`src/rtl/ahb_lite_arbiter_2m.sv`:
```
// Two-master AHB-Lite arbiter: round-robin address-phase grant with a hold limit,
// plus data-phase owner tracking for write-data and response steering.
module ahb_lite_arbiter_2m #(
  parameter int unsigned MAX_HOLD       = 4,
  parameter int unsigned DEFAULT_MASTER = 0,
  parameter int unsigned AW             = 32,
  parameter int unsigned DW             = 32
) (
  input  logic          clk,
  input  logic          reset,
  // master 0
  input  logic          m0_req,
  input  logic [AW-1:0] m0_addr,
  input  logic          m0_write,
  input  logic [DW-1:0] m0_wdata,
  output logic          m0_aack,
  output logic          m0_ready,
  output logic          m0_err,
  output logic [DW-1:0] m0_rdata,
  // master 1
  input  logic          m1_req,
  input  logic [AW-1:0] m1_addr,
  input  logic          m1_write,
  input  logic [DW-1:0] m1_wdata,
  output logic          m1_aack,
  output logic          m1_ready,
  output logic          m1_err,
  output logic [DW-1:0] m1_rdata,
  // shared slave-side bus
  output logic [AW-1:0] HADDR,
  output logic          HWRITE,
  output logic [1:0]    HTRANS,
  output logic [2:0]    HSIZE,
  output logic [DW-1:0] HWDATA,
  input  logic [DW-1:0] HRDATA,
  input  logic          HREADY,
  input  logic          HRESP
);

  localparam int unsigned    HCW         = $clog2(MAX_HOLD) + 1;
  localparam logic [HCW-1:0] HOLD_LAST   = HCW'(MAX_HOLD - 1);
  localparam logic           DEF_GNT     = 1'(DEFAULT_MASTER);
  localparam logic [1:0]     HTRANS_IDLE = 2'b00;
  localparam logic [1:0]     HTRANS_NSEQ = 2'b10;
  localparam logic [2:0]     HSIZE_WORD  = 3'b010;

  logic           gnt_q, gnt_d;
  logic           dvalid_q, dvalid_d;
  logic           downer_q, downer_d;
  logic [HCW-1:0] hold_cnt_q, hold_cnt_d;

  logic g_req;
  logic o_req;
  logic data_done;

  assign g_req = gnt_q ? m1_req : m0_req;
  assign o_req = gnt_q ? m0_req : m1_req;

  // Next-state: everything is frozen while the slave stalls.
  always_comb begin
    gnt_d      = gnt_q;
    dvalid_d   = dvalid_q;
    downer_d   = downer_q;
    hold_cnt_d = hold_cnt_q;
    if (HREADY) begin
      dvalid_d = g_req;
      downer_d = gnt_q;
      if (o_req && (!g_req || (hold_cnt_q == HOLD_LAST))) begin
        gnt_d      = ~gnt_q;
        hold_cnt_d = '0;
      end else if (g_req) begin
        // saturate so a lone master never wraps back into a fresh budget
        if (hold_cnt_q != HOLD_LAST) begin
          hold_cnt_d = hold_cnt_q + HCW'(1);
        end
      end else begin
        gnt_d      = DEF_GNT;
        hold_cnt_d = '0;
      end
    end
  end

  always_ff @(posedge clk) begin
    if (reset) begin
      gnt_q      <= DEF_GNT;
      dvalid_q   <= 1'b0;
      downer_q   <= 1'b0;
      hold_cnt_q <= '0;
    end else begin
      gnt_q      <= gnt_d;
      dvalid_q   <= dvalid_d;
      downer_q   <= downer_d;
      hold_cnt_q <= hold_cnt_d;
    end
  end

  // Address phase follows the grant; data phase follows the recorded owner.
  assign HADDR  = gnt_q ? m1_addr : m0_addr;
  assign HWRITE = gnt_q ? m1_write : m0_write;
  assign HTRANS = (g_req && !reset) ? HTRANS_NSEQ : HTRANS_IDLE;
  assign HSIZE  = HSIZE_WORD;
  assign HWDATA = downer_q ? m1_wdata : m0_wdata;

  assign m0_aack = !reset && !gnt_q && m0_req && HREADY;
  assign m1_aack = !reset &&  gnt_q && m1_req && HREADY;

  assign data_done = !reset && dvalid_q && HREADY;
  assign m0_ready  = data_done && !downer_q;
  assign m1_ready  = data_done &&  downer_q;
  assign m0_err    = m0_ready && HRESP;
  assign m1_err    = m1_ready && HRESP;
  assign m0_rdata  = HRDATA;
  assign m1_rdata  = HRDATA;

endmodule

```
`config.mk`:
```
export PLATFORM = sky130hd
export DESIGN_NAME = ahb_lite_arbiter_2m
export DESIGN_NICKNAME = d
export VERILOG_FILES = /design/src/rtl/ahb_lite_arbiter_2m.sv
export SDC_FILE = /design/constraint.sdc
export NUM_CORES = 1
export LEC_CHECK = 0
export CORE_AREA = 2 2 119 121
export CTS_CLUSTER_DIAMETER = 30
export DETAILED_ROUTE_END_ITERATION = 8
export DIE_AREA = 0 0 121 123
export PLACE_DENSITY = 0.6
export SETUP_SLACK_MARGIN = 0.05
export SYNTH_ARGS = -nofsm -noshare
export SYNTH_HDL_FRONTEND = slang
export SYNTH_SLANG_ARGS = --single-unit
```
`constraint.sdc`:
```
create_clock -name clk -period 1.7 [get_ports clk]
set_clock_uncertainty 0.05 [all_clocks]
set_input_delay 0.34 -clock clk [delete_from_list [all_inputs] [get_ports clk]]
set_output_delay 0.34 -clock clk [all_outputs]
set_load 0.01 [all_outputs]
```
# Yosys cells after proc, flatten, opt, wreduce, memory -nomap -nowiden
# Cells that the tools add are included.
# op_classes
n_mux	11
eq_ne	4
addsub	1
n_reduce_logical	21
bitwise	1
# op_table
cell	count
$mux W32	2
$logic_and A1 B1 Y1	14
$mux W3	3
$mux W1	5
$logic_not A1 Y1	4
$reduce_and A2 Y1	2
$add A3 B1 Y3 const B	1
$eq A3 B2 Y1 const B	1
$ne A3 B1 Y1 const B	1
$ne A3 B2 Y1 const B	1
$mux W2	1
$ne A2 B1 Y1 const B	1
$logic_or A1 B1 Y1	1
$not A1 Y1	1
# totals
out_inout_bits	140
word_cells	42
regBits	6
in_bits	168

# Depth between registers and ports, before layout
# Gate-level depths: netlist of run 1.
# logic_depth
ltp_word	6
mapped_depth	5
depth_no_buf	5

# Worst setup path before layout of run 1
# No wires, ideal clock.
# synth_timing
kind	register -> output
startpoint	register gnt_q
endpoint	output m0_aack
t_required_ns	1.310
path_stages_with_launch	4
t_arrival_ns	1.030
setup_slack_ns	0.280
path_buffers	2
path_cell_list	dfxtp_1 > buf_6 > buf_2 > nor4bb_1
# synth_via
elab_chain_len	4
# synth_lines
element	line	rtl
from (decl)	47	logic gnt_q, gnt_d;
from (signal assigned)	90	gnt_q <= gnt_d;
$logic_not A1 Y1	104	assign m0_aack = !reset && !gnt_q && m0_req && HREADY;
$logic_and A1 B1 Y1 (3 in series)	104	
to (decl)	16	output logic m0_aack,
# Every way passes these cells.

# Worst setup path after layout of run 1
# layout_timing
startpoint	register downer_q
endpoint	output HWDATA[12]
# layout_via
elab_chain_len	1
# layout_lines
element	line	rtl
from (decl)	49	logic downer_q, downer_d;
from (signal assigned)	92	downer_q <= downer_d;
$mux W32	102	assign HWDATA = downer_q ? m1_wdata : m0_wdata;
to (decl)	34	output logic [DW-1:0] HWDATA,
# Every way passes these cells.

==> flow_summary.ini, run 1 <==
[grt]
grt_overflow = 0
grt_pass1_wl_mm = 11.4
grt.total_usage = 0.0995
grt_start_max_net_pins = 15
antenna_found_initial = 1
grt_pass1_vias = 2181

[sta]
finalHoldViolCount = 0
fmax_mhz = 587
worst_slack_ps = -2.49
period_share = 1.00
setup_viol = 1
period_needed_ps = 1700
rsz0062_at_grt = true
drv_slew = 0
setup_tns_ps = -2.49

[cts]
clockRootBuffer = clkbuf_16
cts_tree = yes
cts_hold_buf = 0
clk_pin_slew_worst_paths_ps = 30
clock_path_buffers = 2
cts_sinks = 6
cts_inserted_buffers = 3
htreeDepth = 1
clkLatencyLatePin_ps = 230

[logic_synthesis]
synth_seq_cells = 6
synth_cell_type_count = 25
postSynthCellCount = 195
ys_seq_area_frac = 0.0692
ys_warn_count = 0
syn_avg_cell_area_sq_um = 8.91
netlist_area_sq_um = 1740

[worst_setup_path]
startpoint_type = flip-flop
worst-setup-path-type = reg2out
end_kind = primary output
path_max_fanout = 8
worst-r2r-cell-count = 6
arrival_ps = 1310
required_ps = 1310

[place]
hpwl_mm = 6.11
placed_cell_area_sq_um = 3570
gp_congestion = 0.691
io_buffer_count = 207

[final_layout]
mostFrequentLayoutCell = clkdlybuf4s50_1
num_antenna_cells = 0
mostFrequentLayoutCells = clkdlybuf4s50_1, buf_6, mux2_4
utilization = 0.291
drive_above_1_share = 0.484
fin_area_sq_um = 3960
syn_to_final_growth_pct = 128
finalNetCount = 523

[pwr]
power_mw = 1.49
leakage_nw = 1.67
p_per_area_nw_per_um2 = 377
vdd_ir_drop_max_v = 0.000212

[drt]
viasPerCell = 3.66
avgRoutedWirePerCell_microns = 15.0
dr.pass1.iters = 3
drcViolationCount = 0
via_count = 1943
drt-total-wl_mm = 7.94
drtAntennaViolNets = 0
drt_iter0_drc = 44

[floorplanning]
rows = 43
dieArea_sq_um = 14900
io_pins = 308
die_x_microns = 121
fp.coreArea_sq_um = 13600
die_h_microns = 123
initial_core_util = 0.128

[outcome]
status = finished, violations left
violations = negative setup slack

[hold_path]
hold_path_depth = 2
hold_path.class = reg2reg

[run]
cap_violations = 0
-- flip-flops by register name (all words and copies together), names as in the netlist --
register and count:
hold_cnt_q 3, gnt_q 1, dvalid_q 1, downer_q 1
-- critical path: stages (launching register included) --
cell	delay (ps)
dfxtp_4	410
buf_8	160
buf_6	100
mux2_4	290
buf_6	120
-- logic make-up (layout without fill, tap and decap cells) --
group	after synthesis	after routing	synth area share
buffers and inverters	82	236	0.347
muxes	68	68	0.442
and+or+nand+nor	25	25	0.0872
AOI/OAI and AO/OA	10	10	0.0367
DFF	6	6	0.0692
adders and majority gates	2	2	0.0144
other	2	4	0.00432
-- metal layers --
metal	global-route usage	vias to the layer above	part of all wire
li1	-	913	-
met1	0.0955	893	0.33
met2	0.190	106	0.55
met3	0.0291	29	0.083
met4	0.0552	2	0.036
met5	0	-	0.0016
-- worst paths after layout --
kind | end | start | slack (ps)
setup / recovery | HWDATA[12] | downer_q | -2
hold / removal | hold_cnt_q[1] | hold_cnt_q[1] | 450
setup reg to reg | hold_cnt_q[2] | gnt_q | 190
hold reg to reg | hold_cnt_q[1] | hold_cnt_q[1] | 450
-- final cells by class --
class	instances	area, sq um
Clock buffer	3	75.1
Fill cell	1411	9650
Inverter	3	11.3
Multi-Input combinational cell	109	1200
Sequential cell	6	128
Tap cell	180	225
Timing Repair Buffer	230	2320
-- power by group --
part           leakage (nW)  switching (mW)  total [mW]  internal [mW]
Clock                0.0370          0.0832       0.385          0.302
Sequential           0.0505          0.0104       0.157          0.146
Combinational          1.58           0.289       0.950          0.661
Total                  1.67           0.382        1.49           1.11
-- cell usage after synthesis (all sizes together) --
cell type | n | area share
mux2i | 2 | 0.012
inv | 3 | 0.0065
conb | 2 | 0.0043
nand3 | 1 | 0.0029
ha | 2 | 0.014
nand2 | 2 | 0.0043
nand2b | 3 | 0.011
mux2 | 66 | 0.43
and4b | 1 | 0.0058
nor4bb | 1 | 0.0058
a21oi | 2 | 0.0058
o21ai | 3 | 0.0086
nor3b | 5 | 0.022
clkbuf | 1 | 0.0029
dfxtp | 6 | 0.069
a211oi | 2 | 0.012
nand3b | 4 | 0.017
buf | 78 | 0.34
nor2 | 7 | 0.015
nor2b | 1 | 0.0036
a31oi | 3 | 0.011
-- metrics by stage --
step	std cells	setup WS, ps	hold slack [ps]
4_1_cts	534	-113	449
6_report	531	-2.49	446
2_1_floorplan	197	280	414
3_5_place_dp	518	-555	444
3_3_place_gp	518	-548	436
5_1_grt	531	-66.5	468
-- timing repair --
| item | in CTS | in global routing |
|---|---|---|
| cloned | 3 | 0 |
| pin swaps | 2 | 0 |
| resized for setup | 377 | 38 |
| setup buffers | 10 | 1 |
| setup endpoints to repair | 72 | 70 |
Power figures use the tool's default switching activity.
==> run 2: changes to the inputs <==
--- a/config.mk
+++ b/config.mk
@@ -5,11 +5,11 @@
 export SDC_FILE = /design/constraint.sdc
 export NUM_CORES = 1
 export LEC_CHECK = 0
-export CORE_AREA = 2 2 119 121
+export CORE_AREA = 4 4 117 119
 export CTS_CLUSTER_DIAMETER = 30
 export DETAILED_ROUTE_END_ITERATION = 8
 export DIE_AREA = 0 0 121 123
-export PLACE_DENSITY = 0.6
+export PLACE_DENSITY = 0.63
 export SETUP_SLACK_MARGIN = 0.05
 export SYNTH_ARGS = -nofsm -noshare
 export SYNTH_HDL_FRONTEND = slang
==> run 2 against run 1 <==
The run still ends with negative setup slack left. Cell area increased by 3.6%. Global-route usage increased by 0.15 points. Sequential power about the same. Die area stayed put. Fmax is 1.4% lower. Hold slack worse by 8.1 ps. Register-to-register slack better by 20 ps. Core utilization is 3.6 points higher. Non-clock buffer count increased by 3. Worst setup slack worse by 24 ps. Clock power shrank 1%. Critical path type unchanged. Critical endpoint is now HADDR[7]. Largest power group unchanged. Highest routed layer is now met4.
==> flow_summary.ini, run 2 (synthesized netlist as in run 1, its figures left out) <==
[grt]
antenna_found_initial = 0
grt_pass1_wl_mm = 11.5
grt_pass1_vias = 2141
grt_overflow = 0
grt_start_max_net_pins = 15
grt.total_usage = 0.101

[worst_setup_path]
worst-setup-path-type = reg2out
path_max_fanout = 7
required_ps = 1310
startpoint_type = flip-flop
end_kind = primary output
timing.rr.end = hold_cnt_q[0]
arrival_ps = 1340
rrSetupSlack_ps = 210
r2r-start = hold_cnt_q[0]
worst-r2r-cell-count = 5

[place]
placed_cell_area_sq_um = 3570
io_buffer_count = 207
gp_congestion = 0.778
hpwl_mm = 6.56

[drt]
viasPerCell = 3.71
drt-total-wl_mm = 8.57
drtAntennaViolNets = 0
drcViolationCount = 0
via_count = 1949
drt_iter0_drc = 25
avgRoutedWirePerCell_microns = 16.3
dr.pass1.iters = 4

[final_layout]
fin_area_sq_um = 4100
utilization = 0.326
num_antenna_cells = 0
regArea_sq_um = 128
largest_reg_flops = 3
drive_above_1_share = 0.494
finalNetCount = 526
mostFrequentLayoutCells = clkdlybuf4s50_1, buf_6, mux2_4
multiInputGateArea_sq_um = 1240
regMostFlops = hold_cnt_q
mostFrequentLayoutCell = clkdlybuf4s50_1
syn_to_final_growth_pct = 136
filler_cell_count = 1307

[floorplanning]
rows = 41
die_h_microns = 123
dieArea_sq_um = 14900
io_pins = 308
fp.coreArea_sq_um = 12600
die_x_microns = 121
initial_core_util = 0.138

[sta]
rsz0062_at_grt = true
setup_tns_ps = -176
finalHoldViolCount = 0
setup_viol = 8
worst_slack_ps = -26.1
fmax_mhz = 579
period_share = 1.02
drv_slew = 0
hold-worst-slack_ps = 438
period_needed_ps = 1730

[cts]
cts_hold_buf = 0
clock_path_buffers = 2
clockRootBuffer = clkbuf_16
clkLatencyLatePin_ps = 230
cts_inserted_buffers = 3
clk_pin_slew_worst_paths_ps = 30
htreeDepth = 1
cts_sinks = 6
cts_tree = yes

[hold_path]
hold_path_depth = 2
worstHoldStart = hold_cnt_q[2]
holdPathEnd = hold_cnt_q[2]
hold_path.class = reg2reg

[pwr]
p_per_area_nw_per_um2 = 370
power_mw = 1.52
vdd_ir_drop_max_v = 0.000224
leakage_nw = 1.73

[run]
cap_violations = 0

[outcome]
violations = negative setup slack
status = finished, violations left
-- run 2: worst max-delay path by stage --
stage / from / to / slack, ps / cells past startpoint
6_report: gnt_q / HADDR[7] / -30 / 4
5_1_grt: gnt_q / HADDR[18] / -70 / 4
4_1_cts: gnt_q / HADDR[30] / -110 / 3
3_5_place_dp: reset / m0_ready / -560 / 4
3_3_place_gp: reset / m0_ready / -560 / 4
2_1_floorplan: gnt_q / m0_aack / 280 / 3
-- run 2: cell type report --
class	count	area share
Clock buffer	3	0.0183
Inverter	3	0.00275
Multi-Input combinational cell	109	0.301
Sequential cell	6	0.0311
Tap cell	172	0.0525
Timing Repair Buffer	233	0.594
-- run 2: worst max-delay path, cell delays in order, from the launching register on --
cell       delay (ps)
dfxtp_4           410
buf_12            120
clkbuf_16         140
mux2_4            300
buf_6             120
-- run 2: what timing repair did --
action	4_1_cts	5_1_grt
gates resized for setup	338	72
gates cloned	3	4
endpoints found under the setup margin	72	70
setup buffers	2	6
pin swaps	2	2
-- run 2: through the flow --
step / cells / setup slack [ps]
floorplan: 197 / 280
global placement: 509 / -561
detailed placement: 509 / -559
CTS: 517 / -113
global route: 526 / -67.1
finish: 526 / -26.1
-- run 2: power breakdown --
group          switching, mW  internal, mW  leakage [nW]
Clock                 0.0793         0.302        0.0370
Combinational          0.295         0.686          1.65
Sequential            0.0100         0.146        0.0505
-- run 2: layer usage --
layer,vias up,track usage,wire [microns]
met4,0,0.0475,223
met3,29,0.0265,619
met1,902,0.104,2940
li1,919,-,-
met2,99,0.191,4780
met5,-,0,0
